**src/rtl/signal_detector.sv**
```systemverilog
// Serial pattern checker: hunts for a fixed LEN-bit period, locks to its phase,
// then flags per-period frames and counts bit errors until lock is lost.
module signal_detector #(
  parameter int unsigned          LEN     = 10,
  parameter logic [LEN-1:0]       PATTERN = 10'b1101001110,
  parameter int unsigned          ERR_W   = 8,
  parameter int unsigned          LOSS    = 3
) (
  input  logic                    clk,
  input  logic                    rst,
  input  logic                    in,
  output logic                    locked,
  output logic                    frame,
  output logic [ERR_W-1:0]        err_cnt,
  output logic [$clog2(LEN)-1:0]  phase
);

  localparam int unsigned PH_W   = $clog2(LEN);
  localparam int unsigned MISS_W = 3;

  localparam logic [0:0] SEARCH = 1'b0;
  localparam logic [0:0] LOCKED = 1'b1;

  logic [0:0]        state, state_nxt;
  // Only the LEN-1 most recent bits are kept; the incoming bit completes the window.
  logic [LEN-2:0]    sr, sr_nxt;
  logic [PH_W-1:0]   bits_seen, bits_seen_nxt;
  logic [MISS_W-1:0] miss_run, miss_nxt;
  logic              perr, perr_nxt;
  logic              locked_nxt;
  logic              frame_nxt;
  logic [ERR_W-1:0]  err_nxt;
  logic [PH_W-1:0]   phase_nxt;

  logic [LEN-1:0]    window_c;
  logic              win_valid_c;
  logic              exp_bit_c;
  logic              mismatch_c;
  logic              wrap_c;
  logic [MISS_W-1:0] miss_inc_c;

  assign window_c    = {sr, in};
  assign win_valid_c = (bits_seen == PH_W'(LEN - 1));
  assign exp_bit_c   = PATTERN[PH_W'(LEN - 1) - phase];
  assign mismatch_c  = (in != exp_bit_c);
  assign wrap_c      = (phase == PH_W'(LEN - 1));
  assign miss_inc_c  = miss_run + MISS_W'(1);

  // Next-state and registered-output decode
  always_comb begin
    state_nxt     = state;
    sr_nxt        = window_c[LEN-2:0];
    bits_seen_nxt = win_valid_c ? bits_seen : bits_seen + PH_W'(1);
    miss_nxt      = miss_run;
    perr_nxt      = perr;
    locked_nxt    = locked;
    frame_nxt     = 1'b0;
    err_nxt       = err_cnt;
    phase_nxt     = phase;

    case (state)
      SEARCH: begin
        if (win_valid_c && (window_c == PATTERN)) begin
          state_nxt  = LOCKED;
          phase_nxt  = '0;
          miss_nxt   = '0;
          perr_nxt   = 1'b0;
          frame_nxt  = 1'b1;
          locked_nxt = 1'b1;
        end
      end
      LOCKED: begin
        phase_nxt = wrap_c ? '0 : phase + PH_W'(1);
        perr_nxt  = wrap_c ? 1'b0 : (perr | mismatch_c);
        frame_nxt = wrap_c & ~mismatch_c & ~perr;
        if (mismatch_c) begin
          err_nxt  = (&err_cnt) ? err_cnt : err_cnt + ERR_W'(1);
          miss_nxt = miss_inc_c;
          // Loss takes priority over a simultaneous wrap
          if (miss_inc_c == MISS_W'(LOSS)) begin
            state_nxt  = SEARCH;
            locked_nxt = 1'b0;
            phase_nxt  = '0;
            miss_nxt   = '0;
            perr_nxt   = 1'b0;
            frame_nxt  = 1'b0;
          end
        end else begin
          miss_nxt = '0;
        end
      end
      default: begin
        state_nxt  = SEARCH;
        locked_nxt = 1'b0;
        phase_nxt  = '0;
      end
    endcase
  end

  // State and output registers with synchronous active-low reset
  always_ff @(posedge clk) begin
    if (!rst) begin
      state     <= SEARCH;
      sr        <= '0;
      bits_seen <= '0;
      miss_run  <= '0;
      perr      <= 1'b0;
      locked    <= 1'b0;
      frame     <= 1'b0;
      err_cnt   <= '0;
      phase     <= '0;
    end else begin
      state     <= state_nxt;
      sr        <= sr_nxt;
      bits_seen <= bits_seen_nxt;
      miss_run  <= miss_nxt;
      perr      <= perr_nxt;
      locked    <= locked_nxt;
      frame     <= frame_nxt;
      err_cnt   <= err_nxt;
      phase     <= phase_nxt;
    end
  end

endmodule
```
**config.mk**
```make
export PLATFORM = sky130hd
export DESIGN_NAME = signal_detector
export DESIGN_NICKNAME = d
export VERILOG_FILES = /design/src/rtl/signal_detector.sv
export SDC_FILE = /design/constraint.sdc
export NUM_CORES = 1
export LEC_CHECK = 0
export CORE_AREA = 2 2 65 67
export CTS_BUF_LIST = sky130_fd_sc_hd__clkbuf_8
export DETAILED_ROUTE_END_ITERATION = 10
export DIE_AREA = 0 0 67 69
export GPL_TIMING_DRIVEN = 1
export PLACE_DENSITY = 0.68
export SETUP_SLACK_MARGIN = 0.4
export SLEW_MARGIN = 10
export SYNTH_ARGS = -nofsm -noshare
export SYNTH_HDL_FRONTEND = slang
export SYNTH_SLANG_ARGS = --single-unit
```
**constraint.sdc**
```tcl
create_clock -name clk -period 2.4 [get_ports clk]
set_input_delay 0.48 -clock clk [delete_from_list [all_inputs] [get_ports clk]]
set_output_delay 0.48 -clock clk [all_outputs]
set_load 0.05 [all_outputs]
```
==> flow_metrics.tcl <==
set metrics [dict create \
    outcome "complete, no violations" \
    synth_common_cells "dfxtp_1, nand2_1, nor2_1, and2_1" \
    cp.required_ps 2610 \
    synth_area_leaders "dfxtp_1, ha_1, and2_1, nand2_1, nor2_1" \
    first_global_vias 1176 \
    postRouteWirelength_mm 3.06 \
    syn_nets 175 \
    place_area_um2 1760 \
    insertion_delay_ps 280 \
    die_area_um2 4620 \
    path_class "reg2reg" \
    crit_fanout 11 \
    p_per_area_nw_per_um2 528 \
    synth_top_area_frac 0.430 \
    vdd_ir_drop_max_uv 216 \
    start_util 0.380 \
    ant_nets 0 \
    min_from "sr[5]" \
    synth_area_leader_cell "dfxtp_1" \
    core-area_um2 3910 \
    r2r-end "err_cnt[4]" \
    max_stage_delay_ps 540 \
    async_flop_share 0 \
    grt_first_pass_wirelength_mm 5.24 \
    area_growth_pct 27.3 \
    dr.pass1.iters 4 \
    ys_ff_latch 32 \
    avgSynthCellArea_um2 9.08 \
    synth_ff_type "dfxtp_1" \
    p_sw_uw 221 \
    clock_path_buffers 2 \
    comb_power_share 0.037 \
    post-route-util 0.484 \
    critPathLaunchType "flip-flop" \
    dp.cells 227 \
    rsz0062_at_grt "true" \
    drc 0 \
    wl_per_cell_um 12.9 \
    reg2reg_from "phase[2]" \
    hold_end "sr[6]" \
    grt_max_degree 21 \
    cp_cell_sequence "inv_4 > ha_4 > nor2_2 > o31ai_4 > nand3_4 > or4_1 > a21oi_1" \
    grtUsageTotal 0.149 \
    yosys_warnings 0 \
    cts-htree-levels 2 \
    vias 1233 \
    cts_tree "yes" \
    hp-class "reg2reg" \
    fin_cells 237 \
    viasPerCell 5.20 \
    yosysMostFrequentCell "dfxtp_1" \
    n_fill_cell 399 \
    ys_types 42 \
    maxSlewViolCount 0 \
    setup_violations 0 \
    dp_hpwl_mm 2.22 \
    place_congestion 0.859 \
    fin_skew_ps 2.37 \
    synth_seq_area_share 0.430 \
    p_leak_uw 0.000749 \
    root_buffer "clkbuf_8" \
    overflow 0 \
    fin_area_um2 1900 \
    period_needed_ps 1970 \
    fin_nets 197 \
    die_y_um 69 \
    slowest_stage "or4_1" \
    cts_sinks 32 \
    die_w_um 67 \
    fin_tns_setup_ps 0 \
    end_kind "flip-flop" \
    hold_viol 0 \
    slew_headroom 0.666 \
    power_switching_share 0.220 \
    worst_pin_slew_ps 500 \
    synth_edf_count 0 \
    max_freq_mhz 508 \
    finalCritPeriodShare 0.820 \
    rr_worst_depth 7 \
    clkTransAtPathRegs_ps 60 \
    netlist_area_um2 1490 \
    initialDrtViolationCount 56 \
    holdPathStages 1 \
    clock_power_share 0.422 \
    maxCapViolCount 0 \
    netlist_instances 164 \
    antenna_cells 0 \
    drive_gt1_frac 0.171 \
    cts-buffers-inserted 5 \
    pwr-share-seq 0.541 \
    cp_data_arrival_time_ps 2180 \
    whs_ps 455 \
    numPortBuffers 16 \
    pin_count 17 \
    p_int_uw 781 \
    core.rowCount 23 \
    r2r_slack_ps 430 \
    antenna_found_initial 0 \
]
==> final cells by class <==
| type | count | area, um2 | share of cell area |
|---|---|---|---|
| clock buffer | 6 | 82.6 | 0.0436 |
| inverter | 8 | 32.5 | 0.0172 |
| clock inverter | 2 | 10.0 | 0.00528 |
| tap | 50 | 62.6 | 0.0330 |
| sequential | 32 | 651 | 0.343 |
| timing repair buffer | 20 | 191 | 0.101 |
| multi-input combinational | 119 | 866 | 0.457 |
==> layout by cell type, fill, tap and decap left out, types with 2 or more instances in the layout <==
cell type        instances
buf_4                    4
mux2i_1                  4
xor2_1                   3
dlygate4sd2_1            7
ha_1                     7
dfxtp_1                 28
or2_2                    2
clkbuf_8                 6
nand3_1                  8
o211ai_1                 2
inv_1                    6
nand2b_1                 4
o21ai_0                  3
nor2_1                  14
nor4_2                   3
nand4_1                  4
dfxtp_2                  2
dlymetal6s2s_1           4
and2_1                  11
dfxtp_4                  2
clkdlybuf4s50_1          5
a31oi_1                  3
and4b_1                  2
a21oi_1                  5
or3_1                    2
nand2_1                 17
clkinv_2                 2
==> metal layers <==
layer | up-vias | part of all wire | global-route usage
met5 | - | 0 | 0
met4 | 0 | 0.028 | 0.0726
met2 | 29 | 0.46 | 0.232
met1 | 576 | 0.46 | 0.177
li1 | 621 | - | -
met3 | 7 | 0.049 | 0.0538
==> worst max path at each step <==
stage / startpoint / endpoint / slack (ps) / cells past startpoint
2_1_floorplan: phase[1] / frame / 380 / 7
3_3_place_gp: in / err_cnt[4] / 200 / 5
4_1_cts: phase[2] / err_cnt[4] / 390 / 7
6_report: phase[2] / err_cnt[4] / 430 / 7
3_5_place_dp: in / err_cnt[4] / 150 / 5
5_1_grt: phase[1] / err_cnt[4] / 360 / 7
==> power groups by stage <==
stage / Combinational [uW] / Clock, uW / Sequential, uW
after floorplan: 23.6 / 0 / 552
after global placement: 32.3 / 0 / 553
after detailed placement: 34.6 / 0 / 554
after CTS: 37.5 / 436 / 542
after global routing: 41.2 / 467 / 542
final: 36.8 / 423 / 542
==> stage by stage <==
| step | worst slack, ps | power, uW |
|---|---|---|
| final | 433 | 1000 |
| after CTS | 392 | 1010 |
| after detailed placement | 150 | 588 |
| after global placement | 196 | 585 |
| after global routing | 357 | 1050 |
| after floorplan | 377 | 576 |
==> sequential cells by signal (all words and copies together), names as in the netlist <==
register	cells
state	1
sr	9
phase	4
miss_run	3
err_cnt	8
locked	1
frame	1
bits_seen	4
perr	1
==> critical path: cells and delay by family (launching register included) <==
kind / cells / cell delay [ps]
AOI/OAI and AO/OA: 2 / 450
DFF: 1 / 380
buffers and inverters: 1 / 40
and+or+nand+nor: 3 / 770
adders and majority gates: 1 / 250
==> repair_timing <==
action                     4_1_cts  5_1_grt
hold buffers                     0        0
pin swaps                        1        3
setup endpoints to repair       13       16
resized for setup                8        7
gates cloned                     0        0
setup buffers                    2        0
==> logic make-up (layout without fill, tap and decap cells) <==
kind of cell	after synthesis	count (layout)	synth area share
compound gates	23	23	0.117
simple gates	79	79	0.292
xor+xnor	5	5	0.0294
buf+inv	13	36	0.0378
mux	4	4	0.0269
fa+ha+maj	8	8	0.0672
flops	32	32	0.430
No activity file was read; power rests on OpenSTA's default activity.
==> variant 1, RTL diff (same settings) <==
`ERR_W`: 8 -> 6.
--- a/src/rtl/signal_detector.sv
+++ b/src/rtl/signal_detector.sv
@@ -3,7 +3,7 @@
 module signal_detector #(
   parameter int unsigned          LEN     = 10,
   parameter logic [LEN-1:0]       PATTERN = 10'b1101001110,
-  parameter int unsigned          ERR_W   = 8,
+  parameter int unsigned          ERR_W   = 6,
   parameter int unsigned          LOSS    = 3
 ) (
   input  logic                    clk,
Ports: changed (resized err_cnt); port bits go from 17 to 15. The function was not compared with the original's and may differ.
==> variant 1 against the original RTL <==
Worst setup slack worse by 0.038 ns. Combinational power down 5.4%. Area after synthesis down 8.7%. Routed wire length down 3.5%. Power down 7.1%. Final cell count down 6.3%. Sequential cell count down 2. Critical path depth unchanged. Final area down 6.7%. Critical path type unchanged. Critical endpoint is now err_cnt[5]$_SDFFE_PN0P_.
==> variant 1: results (changes against the original RTL) <==
* Multiplexer share of the synthesized area at 0.0221 (was 0.0269)
* Drt total wl at 2.95 mm (was 3.06 mm)
* Switching part of the total at 0.234 (was 0.220)
* Most frequent cells after synthesis: dfxtp_1 (30), and2_1 (12), nand2_1 (12) (was dfxtp_1 (32), nand2_1 (17), nor2_1 (15))
* Synth Net Count at 159 (was 175)
* Critical Path Slowest Stage Cell: or3b_4 (was or4_1)
* Biggest regs: sr: 9 flops, err_cnt: 6 flops (was sr: 9 flops, err_cnt: 8 flops)
* Outcome: completed (unchanged)
* CP max stage delay at 0.46 ns (was 0.54 ns)
* Layout Nets at 182 (was 197)
* Via count at 1,148 (was 1,233)
* Total GRT Usage at 0.142 (was 0.149)
* Avg Cell Area, Syn at 9.18 sq um (was 9.08 sq um)
* Slew HR at 0.651 (was 0.666)
* Initial DRC count at 26 (was 56)
* HPWL after detailed placement at 1.94 mm (was 2.22 mm)
* Synth Area in Adders at 0.0737 (was 0.0672)
* R2R setup slack at 0.40 ns (was 0.43 ns)
* Post-synthesis sequential area ratio at 0.442 (was 0.430)
* Post-synth cell types at 38 (was 42)
* Share of cells above drive strength 1 at 0.198 (was 0.171)
* Top delay family on crit path: compound AO/OA/AOI/OAI gates (was simple AND/OR/NAND/NOR gates)
* Via-to-Cell Ratio at 5.17 (was 5.20)
* Leakage at 0.782 nW (was 0.749 nW)
* Max VDD drop at 0.000284 V (was 0.000216 V)
* XOR/XNOR share of the synthesized area at 0.0258 (was 0.0294)
* Worst Path Arrival at 2.16 ns (was 2.18 ns)
* Clk_skew at 0.00904 ns (was 0.00237 ns)
* GPL Wtd Cong at 0.857 (was 0.859)
* Synth Warn # at 0 (unchanged)
* Period minus WS final at 2.00 ns (was 1.97 ns)
* I/O Buffers at 14 (was 16)
* PD cells at 526 nW/um^2 (was 528 nW/um^2)
* Worst-path maximum fanout at 6 (was 11)
* Compound-Gate Fraction of Synth Area at 0.127 (was 0.117)
* Synth area leaders: dfxtp_1 (44%), ha_1 (7.4%), and2_1 (5.5%), a21oi_1 (3.3%), nand2_1 (3.3%) (was dfxtp_1 (43%), ha_1 (6.7%), and2_1 (4.6%), nand2_1 (4.3%), nor2_1 (3.8%))
* First-pass GRT wire length at 5.01 mm (was 5.24 mm)
* Vias in the first global route at 1,189 (was 1,176)
* Largest net degree at the start of global routing at 19 (was 21)
## variant 1: changes by cell type after synthesis, sizes merged, moves of 3 or more
cell / delta
nand2: -5
a21oi: +4
nor2: -4
nand3: -3
nor4: -3
or3: +3
## variant 1: worst register-to-register path, delay by kind of cell (launching register included)
family / cells / cell delay (ns)
DFF: 1 / 0.36
buffers and inverters: 1 / 0.04
and+or+nand+nor: 1 / 0.46
xor gates and xnor gates: 1 / 0.17
adders and majority gates: 1 / 0.16
AOI/OAI and AO/OA: 3 / 0.69
## variant 1: cells by family (layout without fill, tap and decap cells)
logic type / after synthesis / count (layout)
and+or+nand+nor: 65 / 66
DFF: 30 / 30
AOI/OAI and AO/OA: 26 / 26
buffers and inverters: 12 / 35
adders and majority gates: 8 / 8
xor gates and xnor gates: 4 / 4
muxes: 3 / 3
## variant 1: what timing repair did
item | in CTS | in global routing
endpoints found under the setup margin | 11 | 20
cloned | 1 | 0
resized for setup | 7 | 13
hold buffers | 0 | 0
pin swaps | 4 | 3
setup buffers | 5 | 0
## variant 1: power by group through the flow
stage / registers, mW / clock network [mW] / logic [mW]
floorplan: 0.518 / 0 / 0.0225
global placement: 0.519 / 0 / 0.0307
detailed placement: 0.520 / 0 / 0.0326
CTS: 0.509 / 0.397 / 0.0346
global route: 0.509 / 0.420 / 0.0396
finish: 0.509 / 0.387 / 0.0348
## variant 1: stage by stage
| step | cell area [sq um] | power [mW] | hold slack [ns] |
|---|---|---|---|
| finish | 1770 | 0.931 | 0.454 |
| global route | 1770 | 0.969 | 0.479 |
| CTS | 1720 | 0.941 | 0.456 |
| detailed placement | 1570 | 0.552 | 0.438 |
| global placement | 1570 | 0.549 | 0.432 |
| floorplan | 1390 | 0.540 | 0.422 |
## variant 1: layer usage
| metal | track usage | share of wire |
|---|---|---|
| met5 | 0 | 0 |
| met4 | 0.0771 | 0.022 |
| met3 | 0.0636 | 0.047 |
| met2 | 0.233 | 0.51 |
| met1 | 0.147 | 0.42 |
## variant 1: path summary, 6_finish.rpt
kind / cells after the start / startpoint / endpoint
worst min register to register: 1 / sr[7]$_SDFF_PN0_ / sr[8]$_SDFF_PN0_
worst min-delay path: 1 / sr[7]$_SDFF_PN0_ / sr[8]$_SDFF_PN0_
worst max-delay path: 7 / phase[1]$_SDFFE_PN0P_ / err_cnt[5]$_SDFFE_PN0P_
worst max register to register: 7 / phase[1]$_SDFFE_PN0P_ / err_cnt[5]$_SDFFE_PN0P_
## variant 1: final cells by class
class / count / area (sq um)
fill: 394 / 2150
multi-input combinational: 107 / 785
sequential: 30 / 611
timing repair buffer: 21 / 204
clock buffer: 5 / 68.8
tap: 50 / 62.6
inverter: 6 / 25.0
clock inverter: 3 / 12.5
==> variant 2, RTL diff (same settings) <==
Made on the original files. Register the output `err_cnt` once more, without a reset; this adds one clock of latency there. The other outputs are not delayed to match.
--- a/src/rtl/signal_detector.sv
+++ b/src/rtl/signal_detector.sv
@@ -20,6 +20,8 @@
 
   localparam logic [0:0] SEARCH = 1'b0;
   localparam logic [0:0] LOCKED = 1'b1;
+
+  logic [ERR_W-1:0] err_cnt_s0;
 
   logic [0:0]        state, state_nxt;
   // Only the LEN-1 most recent bits are kept; the incoming bit completes the window.
@@ -55,7 +57,7 @@
     perr_nxt      = perr;
     locked_nxt    = locked;
     frame_nxt     = 1'b0;
-    err_nxt       = err_cnt;
+    err_nxt       = err_cnt_s0;
     phase_nxt     = phase;
 
     case (state)
@@ -74,7 +76,7 @@
         perr_nxt  = wrap_c ? 1'b0 : (perr | mismatch_c);
         frame_nxt = wrap_c & ~mismatch_c & ~perr;
         if (mismatch_c) begin
-          err_nxt  = (&err_cnt) ? err_cnt : err_cnt + ERR_W'(1);
+          err_nxt  = (&err_cnt_s0) ? err_cnt_s0 : err_cnt_s0 + ERR_W'(1);
           miss_nxt = miss_inc_c;
           // Loss takes priority over a simultaneous wrap
           if (miss_inc_c == MISS_W'(LOSS)) begin
@@ -107,7 +109,7 @@
       perr      <= 1'b0;
       locked    <= 1'b0;
       frame     <= 1'b0;
-      err_cnt   <= '0;
+      err_cnt_s0 <= '0;
       phase     <= '0;
     end else begin
       state     <= state_nxt;
@@ -117,9 +119,13 @@
       perr      <= perr_nxt;
       locked    <= locked_nxt;
       frame     <= frame_nxt;
-      err_cnt   <= err_nxt;
+      err_cnt_s0 <= err_nxt;
       phase     <= phase_nxt;
     end
   end
 
+  always_ff @(posedge clk) begin
+    err_cnt <= err_cnt_s0;
+  end
+
 endmodule
Function: no difference found for any inputs over 10 cycles, from zero or initial values and one cycle with rst low; that may be too few to reach the edited logic, so the function may still have changed.
==> variant 2 against the original RTL <==
Worst setup slack got worse by 0.11 ns. Area after synthesis increased by 5.4%. Synthesized cell count unchanged. Routed wire length increased by 4.3%. Sequential cell count increased by 8. Power increased by 28%. Utilization increased by 5.8 points. Final area increased by 12%. Critical endpoint is now err_cnt_s0[4]$_SDFFE_PN0P_. Largest cell class unchanged.
==> variant 2: results (changes against the original RTL) <==
* Outcome: completed (unchanged)
* Max VDD drop at 0.000333 V (was 0.000216 V)
* Reg power frac at 0.527 (was 0.541)
* Slew HR at 0.616 (was 0.666)
* Post-CTS setup buffers at 6 (was 2)
* Met3 Track Usage GR at 0.0392 (was 0.0538)
* Biggest regs: sr: 9 flops, err_cnt: 8 flops, err_cnt_s0: 8 flops (was sr: 9 flops, err_cnt: 8 flops)
* Worst Path Arrival at 2.30 ns (was 2.18 ns)
* First-pass GRT wire length at 5.40 mm (was 5.24 mm)
* Hold_sp: err_cnt_s0[6]$_SDFFE_PN0P_ (was sr[5]$_SDFF_PN0_)
* Grt met1 use at 0.182 (was 0.177)
* Most frequent cells after synthesis: dfxtp_1 (40), nor2_1 (15), nand2_1 (13) (was dfxtp_1 (32), nand2_1 (17), nor2_1 (15))
* Layout Nets at 207 (was 197)
* Top delay family on crit path: compound AO/OA/AOI/OAI gates (was simple AND/OR/NAND/NOR gates)
* Post-synthesis sequential area ratio at 0.510 (was 0.430)
* Synth Area in Adders at 0.0638 (was 0.0672)
* WL met2 at 1.54 mm (was 1.42 mm)
* Drt total wl at 3.19 mm (was 3.06 mm)
* Total GRT Usage at 0.154 (was 0.149)
* Worst-path clk slew at 0.08 ns (was 0.06 ns)
* Post-synth top area share at 0.510 (was 0.430)
* CP max stage delay at 0.41 ns (was 0.54 ns)
* Critical Path Slowest Stage Cell: or4_4 (was or4_1)
* HPWL after detailed placement at 2.14 mm (was 2.22 mm)
* Post-synth cell types at 36 (was 42)
* Multiplexer share of the synthesized area at 0.0136 (was 0.0269)
* Hold depth at 0 (was 1)
* Cts repair resizes at 10 (was 8)
* Placed insts at 230 (was 227)
* Worst Hold End: err_cnt[6]$_DFF_P_ (was sr[6]$_SDFF_PN0_)
## variant 2: cell count changes after synthesis, sizes merged, moves of 3 or more
cell	change
nand2	-4
a21oi	+6
dfxtp	+8
o21ai	+3
o31ai	+3
nand4	-3
mux2i	-3
or4	+4
nand2b	-4
nor4	-3
## variant 2: metrics by stage
stage	setup TNS, ns	worst slack, ns	hold slack, ns	area [sq um]	total power, mW
after CTS	0	0.374	0.385	2040	1.29
after global routing	0	0.240	0.393	2120	1.32
after detailed placement	-0.0340	-0.0149	0.376	1840	0.723
after floorplan	0	0.398	0.359	1620	0.708
final	0	0.323	0.385	2120	1.28
after global placement	0	0.0390	0.370	1840	0.719
## variant 2: layout make-up
class / count / area (sq um)
sequential: 40 / 811
clock buffer: 5 / 68.8
fill: 349 / 1790
multi-input combinational: 112 / 843
tap: 50 / 62.6
inverter: 8 / 32.5
clock inverter: 3 / 45.0
timing repair buffer: 29 / 259
